**src/rtl/demux8_if.sv**
```systemverilog
// Handshake bus between one upstream producer and eight lane consumers of
// the 1-to-8 demultiplexer. The master side drives the upstream word and
// the per-lane ready bits; the slave side (the demux) drives the rest.
interface demux8_if #(
  parameter int DATA_WIDTH = 64
);
  logic                    in_valid;
  logic                    in_ready;
  logic [DATA_WIDTH-1:0]   in_data;
  logic [2:0]              in_sel;
  logic [7:0]              out_valid;
  logic [7:0]              out_ready;
  logic [8*DATA_WIDTH-1:0] out_data;
  logic [3:0]              occ;

  modport master (
    output in_valid, in_data, in_sel, out_ready,
    input  in_ready, out_valid, out_data, occ
  );

  modport slave (
    input  in_valid, in_data, in_sel, out_ready,
    output in_ready, out_valid, out_data, occ
  );
endinterface

```
**src/rtl/demux8.sv**
```systemverilog
// 1-to-8 demultiplexer with one holding register per lane. A word accepted
// on the upstream side lands in lane in_sel one cycle later; each lane
// drains on its own ready, and a lane can drain and refill in one cycle.
// occ is a registered count of occupied lanes.
module demux8 #(
  parameter int DATA_WIDTH = 64
) (
  input  logic      clk,
  input  logic      rst,
  demux8_if.slave   bus
);

  logic [7:0]              vld_p1;
  logic [8*DATA_WIDTH-1:0] data_p1;
  logic [3:0]              occ_p1;
  logic [3:0]              occ_next;
  logic                    in_xfer;
  logic [7:0]              out_xfer;

  // Number of lanes handing a word to their consumer this cycle.
  function automatic logic [3:0] count_ones(input logic [7:0] v);
    logic [3:0] n;
    n = 4'd0;
    for (int k = 0; k < 8; k++) n = n + {3'd0, v[k]};
    return n;
  endfunction

  // Acceptance only looks at the selected lane: empty, or draining now.
  assign bus.in_ready = !vld_p1[bus.in_sel] | bus.out_ready[bus.in_sel];
  assign in_xfer      = bus.in_valid & bus.in_ready;
  assign out_xfer     = vld_p1 & bus.out_ready;

  assign bus.out_valid = vld_p1;
  assign bus.out_data  = data_p1;
  assign bus.occ       = occ_p1;

  // Next occupancy: one in, any number out; stays within 0..8.
  always_comb begin
    occ_next = occ_p1 + {3'd0, in_xfer} - count_ones(out_xfer);
  end

  // Stage p0 -> p1: lane holding registers and occupancy counter.
  always_ff @(posedge clk or posedge rst) begin
    if (rst) begin
      vld_p1  <= 8'h00;
      data_p1 <= '0;
      occ_p1  <= 4'd0;
    end else begin
      for (int i = 0; i < 8; i++) begin
        if (in_xfer && (bus.in_sel == 3'(i))) begin
          data_p1[i*DATA_WIDTH +: DATA_WIDTH] <= bus.in_data;
          vld_p1[i] <= 1'b1;
        end else if (out_xfer[i]) begin
          vld_p1[i] <= 1'b0;
        end
      end
      occ_p1 <= occ_next;
    end
  end

endmodule

```
**src/flat_wrapper.sv**
```systemverilog
// flat-port wrapper written by rule: the top's interface ports become plain ports
module demux8_flat 
#(
  parameter int DATA_WIDTH = 64
)
  (clk, rst, bus_in_valid, bus_in_data, bus_in_sel, bus_out_ready, bus_in_ready, bus_out_valid, bus_out_data, bus_occ);
  demux8_if #(.DATA_WIDTH(DATA_WIDTH)) bus_i ();
  input  logic clk;
  input  logic rst;
  input wire logic [$bits(bus_i.in_valid)-1:0] bus_in_valid;
  input wire logic [$bits(bus_i.in_data)-1:0] bus_in_data;
  input wire logic [$bits(bus_i.in_sel)-1:0] bus_in_sel;
  input wire logic [$bits(bus_i.out_ready)-1:0] bus_out_ready;
  output wire logic [$bits(bus_i.in_ready)-1:0] bus_in_ready;
  output wire logic [$bits(bus_i.out_valid)-1:0] bus_out_valid;
  output wire logic [$bits(bus_i.out_data)-1:0] bus_out_data;
  output wire logic [$bits(bus_i.occ)-1:0] bus_occ;
  assign bus_i.in_valid = bus_in_valid;
  assign bus_i.in_data = bus_in_data;
  assign bus_i.in_sel = bus_in_sel;
  assign bus_i.out_ready = bus_out_ready;
  assign bus_in_ready = bus_i.in_ready;
  assign bus_out_valid = bus_i.out_valid;
  assign bus_out_data = bus_i.out_data;
  assign bus_occ = bus_i.occ;
  demux8 #(.DATA_WIDTH(DATA_WIDTH)) u_core (.clk(clk), .rst(rst), .bus(bus_i));
endmodule
```
**config.mk**
```make
export PLATFORM = sky130hd
export DESIGN_NAME = demux8_flat
export DESIGN_NICKNAME = d
export VERILOG_FILES = /design/src/rtl/demux8_if.sv /design/src/rtl/demux8.sv /design/src/flat_wrapper.sv
export SDC_FILE = /design/constraint.sdc
export NUM_CORES = 1
export LEC_CHECK = 0
export CELL_PAD_IN_SITES_DETAIL_PLACEMENT = 0
export CELL_PAD_IN_SITES_GLOBAL_PLACEMENT = 1
export CORE_AREA = 2 2 237 239
export CTS_CLUSTER_DIAMETER = 50
export DETAILED_ROUTE_END_ITERATION = 10
export DIE_AREA = 0 0 239 241
export DONT_BUFFER_PORTS = 1
export PLACE_DENSITY = 0.63
export RECOVER_POWER = 100
export SYNTH_ARGS = -nofsm -noshare
export SYNTH_HDL_FRONTEND = slang
export SYNTH_SLANG_ARGS = --single-unit
```
**constraint.sdc**
```tcl
create_clock -name clk -period 35.2 [get_ports clk]
set_input_delay 1.76 -clock clk [delete_from_list [all_inputs] [get_ports clk]]
set_output_delay 1.76 -clock clk [all_outputs]
set_load 0.01 [all_outputs]
```
== Yosys cells after proc, flatten, opt, wreduce, memory -nomap -nowiden ==
Cells that the tools add are included.

* Multiplexer cells: 20
* Bitwise logic cells: 3
* Equality and inequality tests: 7
* Add/subtract/negate cells: 9
* $lt $le $gt $ge: 1
* Reduce and logical (&&, ||, !) cells: 18

{| class="wikitable"
|+ Operator list
! cell !! number
|-
| adder 4 x 1 -> 4 bit || 7
|-
| 2-to-1 mux 1 bit || 18
|-
| nonzero test 2 bit || 8
|-
| equality test 3 bit, second input constant || 4
|-
| AND 8 bit || 1
|-
| logical AND 1 bit || 8
|-
| binary-select mux 1 bit (select 3 bit) || 2
|-
| equality test 3 x 2 -> 1 bit, second input constant || 2
|-
| < comparator 3 x 4 -> 1 bit, second input constant || 1
|-
| subtractor 4 bit || 1
|-
| equality test 3 x 1 -> 1 bit, second input constant || 1
|-
| zero test 3 bit || 1
|-
| adder 1 x 1 -> 2 bit || 1
|-
| AND 1 bit || 1
|-
| zero test 1 bit || 1
|-
| bitwise OR 1 bit || 1
|}

* Flip-flop bits (word level): 524

== Logic depth before layout (Yosys ltp) ==
Gate-level depths: netlist of run 1.

* Word-level depth: 9
* Gate-level depth with buffers: 12
* Gate-level depth less buffers: 11

== Worst setup path before layout of run 1 ==
No wires, ideal clock.

* Kind: input to register
* Start point: input bus_in_sel[1]
* End point: register u_core.occ_p1[3] (netlist: u_core.bus.occ[3])
* Required time: 35.075 ns
* Data arrival time: 4.520 ns
* Stages on the path: 12
* Slack: 30.555 ns
* Setup time: 0.125 ns
* Path through: buf_4 > nand3b_1 > o211ai_1 > a41o_1 > fa_1 > fa_1 > inv_1 > fa_1 > fa_1 > ha_1 > xnor2_1 > xnor2_1

* Cells in the longest elaborated chain, start to end: 7

{| class="wikitable"
|+ RTL lines
! item !! line !! source
|-
| from (decl) || flat_wrapper.sv:12 || <nowiki>input wire logic [$bits(bus_i.in_sel)-1:0] bus_in_sel;</nowiki>
|-
| binary-select mux 1 bit (select 3 bit) || demux8.sv:29 || <nowiki>assign bus.in_ready = !vld_p1[bus.in_sel] | bus.out_ready[bus.in_sel];</nowiki>
|-
| 2-to-1 mux 1 bit (not written as such) || demux8.sv:29 ||
|-
| zero test 1 bit || demux8.sv:29 ||
|-
| bitwise OR 1 bit * || demux8.sv:29 ||
|-
| AND 1 bit * || demux8.sv:30 || <nowiki>assign in_xfer = bus.in_valid & bus.in_ready;</nowiki>
|-
| adder 4 x 1 -> 4 bit * || demux8.sv:39 || <nowiki>occ_next = occ_p1 + {3'd0, in_xfer} - count_ones(out_xfer);</nowiki>
|-
| subtractor 4 bit * || demux8.sv:39 ||
|-
| net u_core.occ_next[3] || demux8.sv:16 || <nowiki>logic [3:0] occ_next;</nowiki>
|-
| to (signal assigned) || demux8.sv:57 || <nowiki>occ_p1 <= occ_next;</nowiki>
|-
| to (decl) || demux8.sv:15 || <nowiki>logic [3:0] occ_p1;</nowiki>
|}

Mark *: on every way through the listed nets, which the timed path passes. The rest lies on a longest branch. The select of a mux whose other input is x is not followed.
A chain may end at the register's enable or synchronous reset.

==> results of run 1 <==
[cell usage after synthesis]
cell type  number
o211ai_1        3
xnor2_1         3
and2_1          6
dfrtp_1       524
nand4_1         2
and3_1          2
nand2_1        14
o21ai_0         1
mux2_1         69
mux2_4        149
a41o_1          1
nor2b_2         1
nor3b_1         1
o2111ai_1       1
nand3_1         4
buf_4          14
ha_1            7
mux2_2        294
and2b_4         1
nand2b_1        8
buf_2           9
fa_1            6
nor2b_4         1
inv_1          14
buf_6          34
nor2_1          1
nand3b_1        4
[cell type report]
cell class	count	area [µm²]	area share, %
clock buffers	79	1690	7.49
clock inverters	30	494	2.19
well taps	704	881	3.90
inverters	14	53.8	0.238
diodes	1	2.50	0.0111
multi-input cells	579	6310	27.9
flip-flops and latches	524	13100	58.0
repair buffers	16	60.1	0.266
[per-stage QoR]
| step | std cells | cell area (µm²) |
|---|---|---|
| final | 1947 | 22600 |
| after floorplan | 1174 | 20600 |
| after detailed placement | 1837 | 21100 |
| after CTS | 1946 | 23300 |
| after global routing | 1946 | 22600 |
| after global placement | 1837 | 21100 |
[cells by family after synthesis]
| logic type | count (synthesis) | synth area share, % |
|---|---|---|
| muxes | 512 | 30.8 |
| buffers and inverters | 71 | 2.85 |
| AOI/OAI and AO/OA | 6 | 0.225 |
| adders and majority gates | 13 | 1.01 |
| and+or+nand+nor | 45 | 1.26 |
| xor gates and xnor gates | 3 | 0.128 |
| DFF | 524 | 63.8 |
[power by group]
| part | leakage [nW] | internal (mW) | switching [mW] |
|---|---|---|---|
| combinational | 2.55 | 0.0950 | 0.0596 |
| sequential | 6.30 | 0.738 | 0.192 |
| clock | 1.07 | 0.421 | 0.256 |
[state kept, by name, summed over array words and instances, names as in the netlist]
name / flops
u_core.bus.out_data: 512
u_core.bus.out_valid: 8
u_core.bus.occ: 4
[metal layers]
metal	vias to the layer above	part of all wire, %
li1	4177	-
met1	5503	39
met2	394	49
met3	88	9.2
met4	0	2.7
met5	-	0
[worst paths after layout]
| kind | slack [ns] | from | depth (start not counted) | to |
|---|---|---|---|---|
| max in group clk | 29.35 | bus_out_ready[7] | 5 | u_core.bus.out_data[483] |
| setup reg to reg | 30.02 | u_core.bus.out_valid[7] | 5 | u_core.bus.out_data[483] |
| hold / removal | 0.56 | u_core.bus.out_data[405] | 1 | u_core.bus.out_data[405] |
| min in group asynchronous | 2.93 | rst | 1 | u_core.bus.out_data[339] |
| setup / recovery | 21.96 | rst | 4 | u_core.bus.out_data[300] |
| hold reg to reg | 0.56 | u_core.bus.out_data[405] | 1 | u_core.bus.out_data[405] |
[cells in the final DEF (no fill, tap or decap), drive strengths merged]
| cell type | count |
|---|---|
| xnor2 | 3 |
| and3 | 2 |
| nand3b | 4 |
| diode | 1 |
| o21ai | 1 |
| nand2 | 14 |
| clkinvlp | 3 |
| nand2b | 8 |
| ha | 7 |
| o2111ai | 1 |
| nor2 | 1 |
| clkbuf | 95 |
| clkinv | 11 |
| mux2 | 512 |
| bufinv | 11 |
| and2b | 1 |
| dfrtp | 524 |
| nand3 | 4 |
| nor2b | 2 |
| nor3b | 1 |
| fa | 6 |
| inv | 19 |
| a41o | 1 |
| and2 | 6 |
| o211ai | 3 |
| nand4 | 2 |
==> results summary, run 1 <==
The run finished, with violations left. The checks that failed: max-capacitance violations, max-slew violations. In this run the vertical extent of the chip is 241 µm. Setup violations remaining at the end of the flow were counted as 0. Max-cap violations in this run came to 23. The effective utilization at floorplan is 37.5%. The register bit total from synthesis is 524. Counting stages on the worst path, the most repeated cell is clkbuf_1. The aggregate routed wire length is 55.9 mm. The normalized max-slew margin is -304%. The via count is 10,162. The slowest stage of the critical path is the clkinvlp_2 cell. The core region is 54,900 µm².

The tree is rooted in a clkbuf_16. The share of the cycle needed by the critical path after routing came out at 37.6%. The worst setup path is launched from a primary input. The Yosys step of the flow raised 0 warnings.

The highest cell delay on the worst timing path came out at 3.30 ns. The maximum operating frequency is 75.5 MHz. The largest net degree at the start of global routing came out at 140. The remaining global-route overflow came out at 0. The post-CTS repair timing setup buffer count came out at 0. After synthesis, the cell types taking the most area are dfrtp_1, mux2_2, mux2_4. In this run the number of H-tree levels came out at 2.

The cell area power density is 78.0 nW/µm². For this run, design rule violations remaining after detail routing come to 0. The largest total area in the synthesized netlist belongs to dfrtp_1. The maximum clock path buffer count is 3. The kind of capture point of the worst setup path is an async pin. Data on the critical path arrives at its endpoint at 13.24 ns. The number of gates given a new drive strength after cts came out at 0. In this run the core area contains 86 standard-cell rows. The worst hold path belongs to the class reg2reg. The critical path goes through clkinvlp_2 > clkbuf_1 > clkbuf_1 > clkbuf_1.

The first-pass detailed-route iteration total came out at 4. The number of clock sinks came out at 524. The worst clock skew is 0.0103 ns. The via count of the first global-routing pass is 10,810. The final number of hold-violating endpoints came out at 0. The fraction of layout instances using a drive strength above 1 is 32.2%.

On the critical path the largest part of the delay comes from buffers and inverters. The count of nets left with antenna violations after detail routing came out at 0. The required time of the critical path came out at 35.19 ns. Across the VDD grid, the largest voltage drop is 40.6 µV. Across every metal layer, demand over resource in global routing totals 18.8%.

The max-slew violation count is 1,078. The net count reported at finish is 1,284. The first global-routing pass estimated 79.6 mm of wire.

For met3 alone, demand over resource in global routing was 7.16%. The global routing stage identified its most utilized layer as met2. Together, buffers and inverters on the worst path number 4.

At the end of routability-driven placement, the weighted congestion stood at 0.819. The DRC violation total after the first TritonRoute iteration came out at 382. The filler cell count is 5,072. The unique cell type count in the Yosys netlist is 27. TritonCTS built the clock tree. The mapped cell area is 20,600 µm².

Setup repair after global routing left no endpoint under its margin. The area growth from synthesis to layout is 9.93%. The biggest fanout along the worst timing path came out at 139.

The die width came out at 239 µm. Using the TritonRoute via totals, the vias-per-cell ratio works out to 5.22. Counting the buffers created by CTS gives 58. The hold-fix buffer count after cts came out at 0.

The clock transition at the register clock pins on the worst setup and hold paths after CTS is 0.06 ns. Buffers placed on the I/O ports in this run total 0. The count of mapped cells out of synthesis came out at 1,174. The minimum hold slack came out at 0.556 ns. Across all setup checks in the final design, the least slack found is 21.96 ns. The worst setup path is of the in2async kind. The met2 global-route usage is 30.9%. The smallest clock period supported by the final layout is computed as 13.24 ns. The area of the die came out at 57,600 µm². Counting every net in the synthesized netlist gives 1,265.

The utilization after layout is 41.2%. The initial antenna violation count came out at 1. The portion of synthesized cell area occupied by the leading cell type came out at 63.8%. The worst slack at placement came out at 30.07 ns. The final sum of negative setup slack is 0 ns. The I/O pin total is 603. The routed length per placed instance came out at 28.7 µm.

The clock reaches the later pin of the worst-skew pair after 0.60 ns. The transition at the pin with the smallest max-transition slack is 6.03 ns. Sequential cells were found to cover 63.8% of the synthesized design area.

The met1 track demand over resource came out at 22.8%. The power after layout came out at 1.76 mW. The HPWL after detailed placement came out at 37.5 mm.

The average instance in the mapped netlist occupies 17.5 µm². The standby leakage power came out at 9.93 nW.
Power figures use the tool's default switching activity.
==> run 2: changes to the inputs <==
- PLACE_DENSITY: 0.63 -> 0.65
- clock period: 35.2 -> 11.1 ns (I/O delays scaled with it)
==> results summary, run 2 (synthesis gave the netlist of run 1 again) <==
The flow ran to the end, but the final reports show violations. The final reports fail on max-capacitance violations, max-slew violations. The number of gates given a new drive strength after cts is 0 (unchanged). The power after layout is 5.51 mW (+210%). The transition at the pin with the smallest max-transition slack is 3.45 ns (-2.58 ns). The library cell used most frequently in the layout, excluding fill and tap cells, is dfrtp_1. The critical path launch point type is a flop.

The area of the die came to 57,600 µm² (unchanged). The count of cells along the worst register-to-register path was 5 (unchanged). The kind of capture point of the worst setup path is a flop. The combined global-route utilization of all metal layers is 18.2% (-0.58 points). The worst slack at placement is 7.30 ns (-22.78 ns). The biggest fanout along the worst timing path is 39 (-72%). The most critical setup path has its endpoint at u_core.bus.out_data[503]. The maximum clock path buffer count came out at 3 (unchanged). The post-CTS repair timing setup buffer count is 0 (unchanged). The largest net degree at the start of global routing came out at 153 (+9.3%). The die width is 239 µm (unchanged).

The cell area after layout came out at 22,600 µm² (about the same). The latest clock arrival within the worst-skew pair came out at 0.61 ns (about the same). The clock buffer count from CTS is 61 (+5.2%). The minimum setup slack in the final design was 5.90 ns (-16.05 ns). Setup repair after global routing left no endpoint under its margin. The hold-fix buffer count after cts was 0 (unchanged). The minimum clock period after layout is 5.20 ns. The routed length per placed instance is 27.8 µm (-3.2%). The fraction of layout instances using a drive strength above 1 is 32.8% (+0.59 points). The launch point of the worst reg-to-reg path is u_core.bus.out_valid[7]. The routability congestion estimate from global placement is 0.824 (+0.61%). The number of setup violations in the final report was 0 (unchanged). The normalized max-slew margin came out at -130% (+170 points). The cell chosen for the clock root is clkbuf_16. The routed via count divided by cell count is 5.18 (-0.84%). TritonCTS built the clock tree. The worst clock skew came out at 0.0205 ns (+0.0102 ns).

The area overhead of the layout relative to synthesis is 9.88% (about the same). The number of cells after detailed placement is 1,836 (-0.054%). The count of nets left with antenna violations after detail routing is 0 (unchanged). The I/O pin total came out at 603 (unchanged). The HPWL after detailed placement is 35.5 mm (-5.3%). The number of clock sinks is 524 (unchanged).

The first-pass detailed-route iteration total is 4 (unchanged). The max-slew violation count came out at 602 (-44%). The count of input and output buffers is 0 (unchanged). The placeable core region came out at 54,900 µm² (unchanged). The clock transition at the register clock pins on the worst setup and hold paths after CTS came out at 0.06 ns (about the same).

The maximum operating frequency is 192 MHz. The endpoint identified for the worst register-to-register timing path is u_core.bus.out_data[503]. The standby leakage power was 9.93 nW (about the same). The vertical die dimension came out at 241 µm (unchanged). The number of max-cap violations was 17 (-26%). The final number of hold-violating endpoints came out at 0 (unchanged).

The count of standard-cell rows came out at 86 (unchanged). The cell area power density came out at 244 nW/µm² (+210%). The critical path class is reg2reg. The worst path uses 46.8% of the clock period. The number of flip-flops under the largest register name is 512 (unchanged). The data arrival time of the critical path came out at 5.68 ns (-7.56 ns). The effective utilization at floorplan was 37.5% (unchanged). The final sum of negative setup slack is 0 ns (unchanged). The DRC violation total after the first TritonRoute iteration came out at 424 (+11%). The largest vdd supply drop is 150 µV (+270%). The via count of the first global-routing pass is 10,672 (-1.3%). The required time of the critical path came out at 11.58 ns (-23.61 ns). The via count is 10,082 (-0.79%).

The H-tree depth reported by CTS is 2 (unchanged). The detailed-route DRC error count is 0 (unchanged). The wire length of the first global-routing pass is 77.9 mm (-2.1%).

Tracing the worst setup path back leads to its startpoint at u_core.bus.out_valid[7]. The initial antenna violation count was 0 (-1). Leaving out fill and tap cells, the most frequent cells in the layout are dfrtp_1, mux2_2, mux2_1. The area after detailed placement came to 21,100 µm² (about the same).

The flop-to-flop setup slack came out at 5.90 ns (-24.12 ns). The remaining global-route overflow is 0 (unchanged). The aggregate routed wire length came out at 54.2 mm (-3.2%). The post-route non-filler standard cell count came out at 1,948 (+0.051%). The net count reported at finish was 1,286 (+0.16%).

The tightest min-delay check is of the in2reg type. The number of antenna diodes came out at 0 (-1).
[run 2: worst max-delay path, stage by stage (launching register included)]
cell,delay (ns)
dfrtp_1,0.44
nand2b_1,0.12
nor3b_1,0.21
clkbuf_1,1.42
clkbuf_1,2.32
mux2_2,0.49
[run 2: metrics by stage]
stage                     utilization (%)  hold slack [ns]
after floorplan                         -            0.529
after CTS                            42.4           0.0302
after detailed placement             38.5            0.547
final                                41.2           0.0769
after global routing                 41.2           0.0421
after global placement               38.5            0.542
[run 2: final cells by class]
| cell class | count | area [µm²] |
|---|---|---|
| timing repair buffer | 15 | 96.3 |
| fill | 5047 | 32300 |
| sequential | 524 | 13100 |
| clock buffer | 84 | 1780 |
| inverter | 14 | 53.8 |
| multi-input combinational | 579 | 6320 |
| tap | 704 | 881 |
| clock inverter | 28 | 359 |
[run 2: per-layer routing]
layer | share of wire, % | global-route usage (%) | vias up
li1 | - | - | 4178
met1 | 39 | 22.0 | 5419
met2 | 48 | 29.5 | 392
met3 | 9.8 | 7.65 | 93
met4 | 2.6 | 5.87 | 0
met5 | 0 | 0 | -
[run 2: worst min-delay path by stage]
| stage | start | to | slack (ns) | cells after the start |
|---|---|---|---|---|
| after floorplan | u_core.bus.out_data[384] | u_core.bus.out_data[384] | 0.53 | 1 |
| after global placement | u_core.bus.out_data[412] | u_core.bus.out_data[412] | 0.54 | 1 |
| after detailed placement | u_core.bus.out_data[414] | u_core.bus.out_data[414] | 0.55 | 1 |
| after CTS | bus_in_data[6] | u_core.bus.out_data[262] | 0.03 | 1 |
| after global routing | bus_in_data[8] | u_core.bus.out_data[200] | 0.04 | 1 |
| final | bus_in_data[6] | u_core.bus.out_data[326] | 0.08 | 1 |
[run 2: where the power goes]
part	leakage (nW)	internal (mW)	total [mW]	switching, mW
Combinational	2.58	0.303	0.492	0.189
Sequential	6.30	2.34	2.94	0.600
Clock	1.05	1.26	2.07	0.811
Total	9.93	3.91	5.51	1.60
==> run 3: changes to the inputs <==
- PLACE_DENSITY: 0.65 -> 0.63
- clock period: 11.1 -> 5.2 ns (I/O delays scaled with it)
==> results summary, run 3 (synthesis gave the netlist of run 1 again) <==
The met1 wire length came out at 22.9 mm (+7.2%). The vertical die dimension is 241 µm (unchanged). The I/O pin total is 603 (unchanged). The area of the die is 57,600 µm² (unchanged). The worst hold path terminates at u_core.bus.out_valid[6]. The count of nets left with antenna violations after detail routing came out at 0 (unchanged). The number of clock sinks is 524 (unchanged). The share of the cycle needed by the critical path after routing came to 78.4% (+32 points). The clock transition at the register clock pins on the worst setup and hold paths after CTS came out at 0.06 ns (about the same). The startpoint identified for the worst register-to-register timing path is u_core.bus.out_valid[1]. STA classifies the critical path startpoint as a flop.

The met3 wirelength from detailed routing came out at 4.58 mm (-13%). The initial antenna violation count was 2 (+2). The max-slew violation count came to 714 (+19%). The utilization after layout came to 42.4% (+1.3 points). The count of input and output buffers came out at 0 (unchanged). In this design, the largest share of critical-path delay is due to simple AND/OR/NAND/NOR gates. The number of buffers and inverters on the critical path is 1 (-1). The first-pass detailed-route iteration total is 4 (unchanged).

The cell area power density was 502 nW/µm² (+110%). The flow ran to the end, but the final reports show violations. The detailed-route DRC error count came out at 0 (unchanged). The combined global-route utilization of all metal layers was 19.0% (+0.73 points). The count of standard-cell rows is 86 (unchanged). The remaining global-route overflow is 0 (unchanged).

The wire length of the first global-routing pass is 81.0 mm (+4.0%). The count of cells along the worst register-to-register path came to 4 (-1). The minimum clock period after layout is 4.08 ns (-1.12 ns). The die width is 239 µm (unchanged). The fraction of layout instances using a drive strength above 1 is 31.8% (-0.98 points). The via count came to 10,430 (+3.5%).

The maximum clock path buffer count came out at 3 (unchanged). Traced cell by cell, the critical path runs through nand2b_1 > nand3_1 > clkbuf_2 > mux2_2. The minimum setup slack in the final design came out at 1.12 ns (-4.78 ns).

The required time of the critical path is 5.68 ns (-5.90 ns). The H-tree depth reported by CTS is 2 (unchanged). The highest cell delay on the worst timing path was 1.61 ns (-0.71 ns). The number of max-cap violations is 14 (-3). The via count of the first global-routing pass came to 11,163 (+4.6%).

The worst clock skew came to 0.0162 ns (-0.00431 ns). The flop-to-flop setup slack is 1.12 ns (-4.78 ns). The maximum operating frequency came out at 245 MHz (+28%). The aggregate routed wire length came out at 56.3 mm (+3.9%). The HPWL after detailed placement came out at 36.4 mm (+2.6%). The instance count along the most critical hold path was 3 (+2).

The checks that failed: max-capacitance violations, max-slew violations. Setup repair after global routing left no endpoint under its margin. The data arrival time of the critical path came out at 4.56 ns (-1.12 ns). The routed length per placed instance was 27.8 µm (-0.12%). The worst register-to-register path ends at u_core.bus.out_data[86]. Routed signal wires occupy layers up through met4. The DRC violation total after the first TritonRoute iteration came to 441 (+4.0%). The latest clock arrival within the worst-skew pair came out at 0.61 ns (about the same). The largest vdd supply drop was 360 µV (+140%).

The critical path is of the reg2reg type. The area growth from synthesis to layout is 13.3%. The largest net degree at the start of global routing was 153 (unchanged). The final number of hold-violating endpoints came out at 0 (unchanged). The slowest cell on the critical path is nand3_1. The min-delay analysis places its worst path in the category in2reg.

The worst setup path is captured at a flop. The routed via count divided by cell count came out at 5.15 (-0.53%). The normalized max-slew margin is -96.0% (+34 points). The standby leakage power is 10.2 nW (+3.0%). The placeable core region is 54,900 µm² (unchanged). The number of flip-flops under the largest register name came out at 512 (unchanged).

The net count reported at finish came to 1,362 (+5.9%). The number of setup violations in the final report came out at 0 (unchanged). The post-CTS repair timing setup buffer count came out at 0 (unchanged).

The biggest fanout along the worst timing path is 33 (-15%). The clock buffer count from CTS came out at 60 (-1.6%). The detailed route wirelength on metal2 came out at 27.2 mm (+4.1%). The effective utilization at floorplan is 37.5% (unchanged). The cell chosen for the clock root is clkbuf_16.

The worst slack at placement was 1.69 ns (-5.61 ns). In the layout the commonest cells are dfrtp_1, mux2_2, mux2_1. The clock tree from TritonCTS is done. The library cell used most frequently in the layout, excluding fill and tap cells, is dfrtp_1.

The transition at the pin with the smallest max-transition slack is 2.94 ns (-0.505 ns). The worst hold path begins at bus_in_valid. The routability congestion estimate from global placement came out at 0.796 (-3.4%).
-- run 3: cell types whose count changed in the layout (fill, tap and decap cells not counted), moves of 2 or more --
| cell | delta |
|---|---|
| inv_6 | +2 |
| clkinv_8 | -3 |
| clkbuf_2 | +7 |
| dlygate4sd3_1 | +77 |
| mux2_1 | -8 |
| mux2_4 | +8 |
| clkinv_4 | +2 |
| clkbuf_16 | -2 |
| clkbuf_1 | -4 |
| diode_2 | +2 |
| clkbuf_8 | -4 |
-- run 3: worst register-to-register path, delay by kind of cell (launching register included) --
kind	cells	cell delay [ns]
simple gates	2	1.79
buf+inv	1	1.16
mux	1	0.58
flops	1	0.43
-- run 3: power breakdown --
part | switching [mW] | leakage (nW) | internal [mW]
clock | 1.70 | 0.991 | 2.53
combinational | 0.472 | 2.94 | 0.693
sequential | 1.29 | 6.30 | 5.00
-- run 3: through the flow --
step	instance area, µm²	hold slack (ns)	TNS (ns)	power, mW	cells
finish	23300	0.00478	0	11.7	2026
global route	23300	0.00550	0	12.2	2025
CTS	23900	0.0110	0	12.0	2024
detailed placement	21100	0.356	0	7.65	1836
global placement	21100	0.338	0	7.60	1836
floorplan	20600	0.392	-1142.41	7.06	1174
-- run 3: what timing repair did --
action                    4_1_cts  5_1_grt
gates resized for setup         0        0
hold endpoints to repair      552        0
hold buffers                   77        0
-- run 3: cell type report --
type	count	area, µm²
antenna	2	5.00
sequential	524	13100
inverter	14	53.8
clock inverter	30	332
multi-input combinational	579	6360
timing repair buffer	92	863
tap	704	881
clock buffer	81	1680
fill	5021	31600
-- run 3: how the worst max path moves through the flow --
| stage | start | to | cells after the start |
|---|---|---|---|
| 2_1_floorplan | rst | u_core.bus.occ[0] | 1 |
| 6_report | u_core.bus.out_valid[1] | u_core.bus.out_data[86] | 4 |
| 5_1_grt | u_core.bus.out_valid[1] | u_core.bus.out_data[88] | 4 |
| 3_5_place_dp | bus_in_sel[2] | u_core.bus.occ[3] | 11 |
| 3_3_place_gp | bus_in_sel[2] | u_core.bus.occ[3] | 11 |
| 4_1_cts | u_core.bus.out_valid[0] | u_core.bus.occ[3] | 11 |
-- run 3: layer usage --
| layer | vias up | track usage, % |
|---|---|---|
| met5 | - | 0 |
| met4 | 0 | 6.57 |
| met3 | 91 | 6.46 |
| met2 | 402 | 30.5 |
| met1 | 5585 | 23.9 |
| li1 | 4352 | - |
